==> config.mk <==
export PLATFORM = sky130hd
export DESIGN_NAME = store_buffer_flat
export DESIGN_NICKNAME = d
export VERILOG_FILES = /design/src/rtl/store_buffer_if.sv /design/src/rtl/store_buffer.sv /design/src/flat_wrapper.sv
export SDC_FILE = /design/constraint.sdc
export NUM_CORES = 1
export LEC_CHECK = 0
export BUFFER_PORTS_ARGS = -buffer_cell sky130_fd_sc_hd__buf_2
export CAP_MARGIN = 20
export CELL_PAD_IN_SITES_DETAIL_PLACEMENT = 1
export CELL_PAD_IN_SITES_GLOBAL_PLACEMENT = 1
export CORE_MARGIN = 5
export CORE_UTILIZATION = 49
export DETAILED_ROUTE_END_ITERATION = 8
export PLACE_DENSITY = 0.89
export SLEW_MARGIN = 15
export SYNTH_ARGS = -nofsm -noshare
export SYNTH_HDL_FRONTEND = slang
export SYNTH_SLANG_ARGS = --single-unit
==> constraint.sdc <==
create_clock -name clk -period 3.22 [get_ports clk]
set_input_delay 0.322 -clock clk [delete_from_list [all_inputs] [get_ports clk]]
set_output_delay 0.322 -clock clk [all_outputs]
set_load 0.02 [all_outputs]
==> src/rtl/store_buffer_if.sv <==
// Bus bundle for the store buffer: store request side, dmem write side, load-hazard probe and status.
// Valid/ready: a transfer happens on a rising edge where valid && ready; the source holds its payload while valid && !ready.
interface store_buffer_if;
  logic        st_valid;
  logic        st_ready;
  logic [31:0] st_addr;
  logic [31:0] st_data;
  logic [1:0]  st_size;
  logic        mem_wvalid;
  logic        mem_wready;
  logic [31:0] mem_addr;
  logic [31:0] mem_wdata;
  logic [3:0]  mem_wmask;
  logic        ld_check;
  logic [31:0] ld_addr;
  logic        ld_hazard;
  logic        empty;
  logic        misalign_err;

  modport slave (
    input  st_valid, st_addr, st_data, st_size, mem_wready, ld_check, ld_addr,
    output st_ready, mem_wvalid, mem_addr, mem_wdata, mem_wmask, ld_hazard, empty, misalign_err
  );

  modport master (
    output st_valid, st_addr, st_data, st_size, mem_wready, ld_check, ld_addr,
    input  st_ready, mem_wvalid, mem_addr, mem_wdata, mem_wmask, ld_hazard, empty, misalign_err
  );
endinterface

==> src/rtl/store_buffer.sv <==
// Store buffer: aligns execute-stage stores into word address / lane data / byte mask,
// queues them in a FIFO drained to dmem, and flags loads that hit a pending store.
module store_buffer #(
  parameter int DEPTH = 4,
  parameter int CNT_W = $clog2(DEPTH + 1)
) (
  input logic           clk,
  input logic           rst_n,
  store_buffer_if.slave bus
);
  localparam int PTR_W = (DEPTH > 1) ? $clog2(DEPTH) : 1;
  localparam logic [CNT_W-1:0] FULL = CNT_W'(DEPTH);

  logic [29:0]      ent_addr_q [DEPTH];
  logic [29:0]      ent_addr_d [DEPTH];
  logic [31:0]      ent_data_q [DEPTH];
  logic [31:0]      ent_data_d [DEPTH];
  logic [3:0]       ent_mask_q [DEPTH];
  logic [3:0]       ent_mask_d [DEPTH];
  logic [DEPTH-1:0] valid_q, valid_d;
  logic [PTR_W-1:0] wr_ptr_q, wr_ptr_d;
  logic [PTR_W-1:0] rd_ptr_q, rd_ptr_d;
  logic [CNT_W-1:0] count_q, count_d;
  logic             misalign_err_q, misalign_err_d;

  logic [1:0]  al_off;
  logic        al_ok;
  logic [3:0]  al_mask;
  logic [31:0] al_wdata;
  logic        enq, deq;
  logic        hit;
  logic        unused_ld_low;

  assign unused_ld_low = ^bus.ld_addr[1:0];

  // Lane placement; unmasked lanes stay zero because the source is zero-extended before shifting.
  always_comb begin
    al_off   = bus.st_addr[1:0];
    al_ok    = 1'b0;
    al_mask  = 4'b0000;
    al_wdata = 32'd0;
    unique case (bus.st_size)
      2'b00: begin
        al_ok    = 1'b1;
        al_mask  = 4'b0001 << al_off;
        al_wdata = {24'd0, bus.st_data[7:0]} << {al_off, 3'b000};
      end
      2'b01: begin
        al_ok    = !bus.st_addr[0];
        al_mask  = 4'b0011 << al_off;
        al_wdata = {16'd0, bus.st_data[15:0]} << {al_off, 3'b000};
      end
      2'b10: begin
        al_ok    = (al_off == 2'b00);
        al_mask  = 4'b1111;
        al_wdata = bus.st_data;
      end
      default: begin
        al_ok = 1'b0;
      end
    endcase
  end

  assign bus.st_ready     = (count_q != FULL);
  assign bus.mem_wvalid   = (count_q != '0);
  assign bus.empty        = (count_q == '0);
  assign bus.mem_addr     = {ent_addr_q[rd_ptr_q], 2'b00};
  assign bus.mem_wdata    = ent_data_q[rd_ptr_q];
  assign bus.mem_wmask    = ent_mask_q[rd_ptr_q];
  assign bus.misalign_err = misalign_err_q;

  assign enq = bus.st_valid && bus.st_ready && al_ok;
  assign deq = bus.mem_wvalid && bus.mem_wready;

  always_comb begin
    ent_addr_d     = ent_addr_q;
    ent_data_d     = ent_data_q;
    ent_mask_d     = ent_mask_q;
    valid_d        = valid_q;
    wr_ptr_d       = wr_ptr_q;
    rd_ptr_d       = rd_ptr_q;
    count_d        = count_q;
    misalign_err_d = bus.st_valid && bus.st_ready && !al_ok;

    // Enqueue and dequeue never target the same slot: a full buffer refuses stores.
    if (deq) begin
      valid_d[rd_ptr_q] = 1'b0;
      rd_ptr_d          = rd_ptr_q + PTR_W'(1);
    end
    if (enq) begin
      ent_addr_d[wr_ptr_q] = bus.st_addr[31:2];
      ent_data_d[wr_ptr_q] = al_wdata;
      ent_mask_d[wr_ptr_q] = al_mask;
      valid_d[wr_ptr_q]    = 1'b1;
      wr_ptr_d             = wr_ptr_q + PTR_W'(1);
    end
    if (enq && !deq) begin
      count_d = count_q + CNT_W'(1);
    end else if (deq && !enq) begin
      count_d = count_q - CNT_W'(1);
    end
  end

  // Only stored entries are compared; a store enqueuing this cycle is not yet visible.
  always_comb begin
    hit = 1'b0;
    for (int i = 0; i < DEPTH; i++) begin
      if (valid_q[i] && (ent_addr_q[i] == bus.ld_addr[31:2])) begin
        hit = 1'b1;
      end
    end
  end

  assign bus.ld_hazard = bus.ld_check && hit;

  always_ff @(posedge clk) begin
    if (!rst_n) begin
      valid_q        <= '0;
      wr_ptr_q       <= '0;
      rd_ptr_q       <= '0;
      count_q        <= '0;
      misalign_err_q <= 1'b0;
    end else begin
      valid_q        <= valid_d;
      wr_ptr_q       <= wr_ptr_d;
      rd_ptr_q       <= rd_ptr_d;
      count_q        <= count_d;
      misalign_err_q <= misalign_err_d;
    end
  end

  // Payload storage needs no reset; valid bits and count gate every use of it.
  always_ff @(posedge clk) begin
    ent_addr_q <= ent_addr_d;
    ent_data_q <= ent_data_d;
    ent_mask_q <= ent_mask_d;
  end
endmodule

==> src/flat_wrapper.sv <==
// flat-port wrapper written by rule: the top's interface ports become plain ports
module store_buffer_flat 
#(
  parameter int DEPTH = 4,
  parameter int CNT_W = $clog2(DEPTH + 1)
)
  (clk, rst_n, bus_st_valid, bus_st_addr, bus_st_data, bus_st_size, bus_mem_wready, bus_ld_check, bus_ld_addr, bus_st_ready, bus_mem_wvalid, bus_mem_addr, bus_mem_wdata, bus_mem_wmask, bus_ld_hazard, bus_empty, bus_misalign_err);
  store_buffer_if bus_i ();
  input logic clk;
  input logic rst_n;
  input wire logic [$bits(bus_i.st_valid)-1:0] bus_st_valid;
  input wire logic [$bits(bus_i.st_addr)-1:0] bus_st_addr;
  input wire logic [$bits(bus_i.st_data)-1:0] bus_st_data;
  input wire logic [$bits(bus_i.st_size)-1:0] bus_st_size;
  input wire logic [$bits(bus_i.mem_wready)-1:0] bus_mem_wready;
  input wire logic [$bits(bus_i.ld_check)-1:0] bus_ld_check;
  input wire logic [$bits(bus_i.ld_addr)-1:0] bus_ld_addr;
  output wire logic [$bits(bus_i.st_ready)-1:0] bus_st_ready;
  output wire logic [$bits(bus_i.mem_wvalid)-1:0] bus_mem_wvalid;
  output wire logic [$bits(bus_i.mem_addr)-1:0] bus_mem_addr;
  output wire logic [$bits(bus_i.mem_wdata)-1:0] bus_mem_wdata;
  output wire logic [$bits(bus_i.mem_wmask)-1:0] bus_mem_wmask;
  output wire logic [$bits(bus_i.ld_hazard)-1:0] bus_ld_hazard;
  output wire logic [$bits(bus_i.empty)-1:0] bus_empty;
  output wire logic [$bits(bus_i.misalign_err)-1:0] bus_misalign_err;
  assign bus_i.st_valid = bus_st_valid;
  assign bus_i.st_addr = bus_st_addr;
  assign bus_i.st_data = bus_st_data;
  assign bus_i.st_size = bus_st_size;
  assign bus_i.mem_wready = bus_mem_wready;
  assign bus_i.ld_check = bus_ld_check;
  assign bus_i.ld_addr = bus_ld_addr;
  assign bus_st_ready = bus_i.st_ready;
  assign bus_mem_wvalid = bus_i.mem_wvalid;
  assign bus_mem_addr = bus_i.mem_addr;
  assign bus_mem_wdata = bus_i.mem_wdata;
  assign bus_mem_wmask = bus_i.mem_wmask;
  assign bus_ld_hazard = bus_i.ld_hazard;
  assign bus_empty = bus_i.empty;
  assign bus_misalign_err = bus_i.misalign_err;
  store_buffer #(.DEPTH(DEPTH), .CNT_W(CNT_W)) u_core (.clk(clk), .rst_n(rst_n), .bus(bus_i));
endmodule
==> results.toml <==
[pwr]
vdd_drop_max_mv = 0.493
p_per_area_mw_per_mm2 = 678
leakage_nw = 5.01

[synthesis]
synth_top_family_by_area = "multiplexers"
synth_compound_area_share_pct = 2.49
postSynthCellCount = 718
synth_edf_count = 264
async_reset_ff_share_pct = 0
ys_seq_elements = 276
syn_area_per_cell_um2 = 17.2
yosysWarnings = 0
synth_xor_area_share_pct = 9.30
synth-adder-area-share_pct = 1.08
synth_seq_area_share_pct = 66.3
synthesis.area_mm2 = 0.0123
synth.distinct_cells = 43
synth_mux_area_share_pct = 12.3
synth-main-ff-cell = "edfxtp_1"
synth-simple-area-share_pct = 5.73

[timing]
fin_worst_skew_ns = 0.0143
worst_slew_pin_slew_ns = 0.663
timing.fmax_mhz = 360
grt_setup_unrepaired = "no"
relSlewSlack_pct = 55.3
finalSetupTns_ns = 0
min_period_ns = 2.78
hold_violations = 0
setup_violations = 0
fin_crit_sh_pct = 86.4
maxSlewViolCount = 0

[global_route]
antenna_found_initial = 3
grt_max_degree = 43
grt_overflow = 0
grt_util_all_layers_pct = 22.7
grt_first_pass_wirelength_mm = 48.6
grt_pass1_vias = 7841

[run]
maxCapViolCount = 0

[clock_tree]
cts_tree = "done"
cts_buffer_depth = 3
cts_buffers = 28
cts_root_buffer = "clkbuf_16"
cts_htree_levels = 1
path_clk_slew_ns = 0.07
clock_sinks = 276
clk_latency_ns = 0.53

[finish]
nNetsFinal = 1024
layout_commonest_cell = "edfxtp_1"
area_delta_synth_final_pct = 18.9
drive_above_1_share_pct = 34.1
final_cell_mix = "edfxtp_1 (264), buf_2 (171), xnor2_1 (71), mux4_2 (66), xor2_1 (45)"
stdcell_area_mm2 = 0.0146
final_util_pct = 58.7

[routing]
viasPerCell = 5.65
drc = 0
routedWlPerCell_um = 25.5
num_vias = 7140
drt_first_pass_iters = 5
drt_first_iter_violations = 586
drt-total-wl_mm = 32.3
ant_nets = 0

[floorplan]
ios = 176
die_w_um = 169
dieArea_mm2 = 0.0284
start_util_pct = 49.4
chipHeight_um = 169
fp.coreArea_mm2 = 0.0250
std_cell_rows = 58

[critical_path]
startpoint_type = "register"
cp_top_family = "simple AND/OR/NAND/NOR gates"
timing.critical_path.mode_cell = "nand4_1"
ff2ff_path_depth = 8
cp_max_fo = 2
critical_path_class = "reg -> out"
slowest_delay_ns = 0.41
path_cells = "xnor2_1 > nand4_1 > nor4_1 > nand4_1 > a41oi_2 > buf_2"
crit_buf_inv = 1
cp_slowest_cell = "edfxtp_1"
required_ns = 2.90
crit_arrival_ns = 2.46
cp.depth = 6
end_kind = "primary output"

[placed_design]
hpwl_mm = 22.7
portBuffers = 171
placed_area_mm2 = 0.0135
gp_congestion = 0.893

[outcome]
status = "finished, final reports clean"

[worst_hold_path]
hold_depth = 1
hp-class = "in -> reg"
-- metal layers --
metal  track usage, %  share of wire (%)
met1             28.3                 38
met2             40.6                 52
met3             4.81                7.1
met4             5.82                2.7
met5                0              0.065
-- per-stage QoR --
step                      worst slack (ns)  instances  hold slack (ns)  total power, mW
after floorplan                      0.916        719            0.421             5.95
after global placement               0.732       1188            0.485             6.69
after detailed placement             0.660       1188            0.509             6.75
after CTS                            0.418       1263          0.00301             10.0
after global routing                 0.367       1264           0.0112             10.4
final                                0.439       1264           0.0253             9.93
-- power breakdown --
part,switching [mW],leakage (nW),internal (mW)
Combinational,1.33,2.04,1.03
Clock,1.31,0.453,1.95
Sequential,0.188,2.52,4.12
Total,2.83,5.01,7.10
-- worst reg2reg max path, cell delays in order, from the launching register on --
cell and delay, ns:
dfxtp_1 0.36, or3_1 0.52, nand2_2 0.16, ha_1 0.18, inv_1 0.06, fa_1 0.37
xor2_1 0.16, or3_2 0.40, a21boi_0 0.16
-- final cells by class --
type                       instances  area [µm²]
antenna                            1        2.50
clock buffer                      40         797
clock inverter                    12         133
fill                            2346       10300
inverter                          12        45.0
multi-input combinational        383        3810
sequential                       276        8180
tap                              330         413
timing repair buffer             210        1270
-- sequential cells by signal (all words and copies together), names as in the netlist --
register and count:
u_core.bus.misalign_err 1, u_core.count_q 3, u_core.ent_addr_q 120, u_core.ent_data_q 128
u_core.ent_mask_q 16, u_core.rd_ptr_q 2, u_core.valid_q 4, u_core.wr_ptr_q 2
-- path summary, 6_finish.rpt --
path	slack, ns	startpoint	endpoint
worst max register to register	0.77	u_core.count_q[0]	u_core.count_q[2]
worst min register to register	0.52	u_core.count_q[2]	u_core.count_q[2]
worst min-delay path	0.03	bus_st_addr[29]	u_core.ent_addr_q[27]
worst max-delay path	0.44	u_core.ent_addr_q[73]	bus_ld_hazard
-- cells in the mapped netlist, types with 3 or more instances --
library cell	instances	area share (%)
edfxtp_1	264	64
xnor2_1	71	5.0
mux4_2	66	12
xor2_1	45	3.2
nand2_1	38	1.2
buf_2	24	0.97
nand4_1	24	1.2
o21ai_0	22	0.89
nor4_1	16	0.81
nor2_1	13	0.40
nor2b_1	13	0.66
dfxtp_1	12	1.9
inv_1	12	0.37
buf_6	11	1.0
clkbuf_1	11	0.34
a21oi_1	10	0.41
ha_1	9	0.91
a22oi_1	8	0.49
xnor2_2	8	1.1
a31oi_1	4	0.20
and2_4	4	0.28
o21a_1	4	0.24
and2_1	3	0.15
mux2i_1	3	0.24
-- logic make-up (layout without fill, tap and decap cells) --
family	Yosys count	count (layout)
AO/OA/AOI/OAI	51	51
XOR/XNOR	124	124
adder cells (fa/ha/maj)	10	10
buffers and inverters	60	274
flip-flops	276	276
multiplexers	69	69
other	1	3
AND/OR/NAND/NOR	127	127
-- repair_timing --
| item | CTS | global route |
|---|---|---|
| hold endpoints to repair | 88 | 0 |
| setup buffers | 0 | 0 |
| hold buffers | 23 | 0 |
| gates resized for setup | 0 | 0 |
No activity file was read; power rests on OpenSTA's default activity.
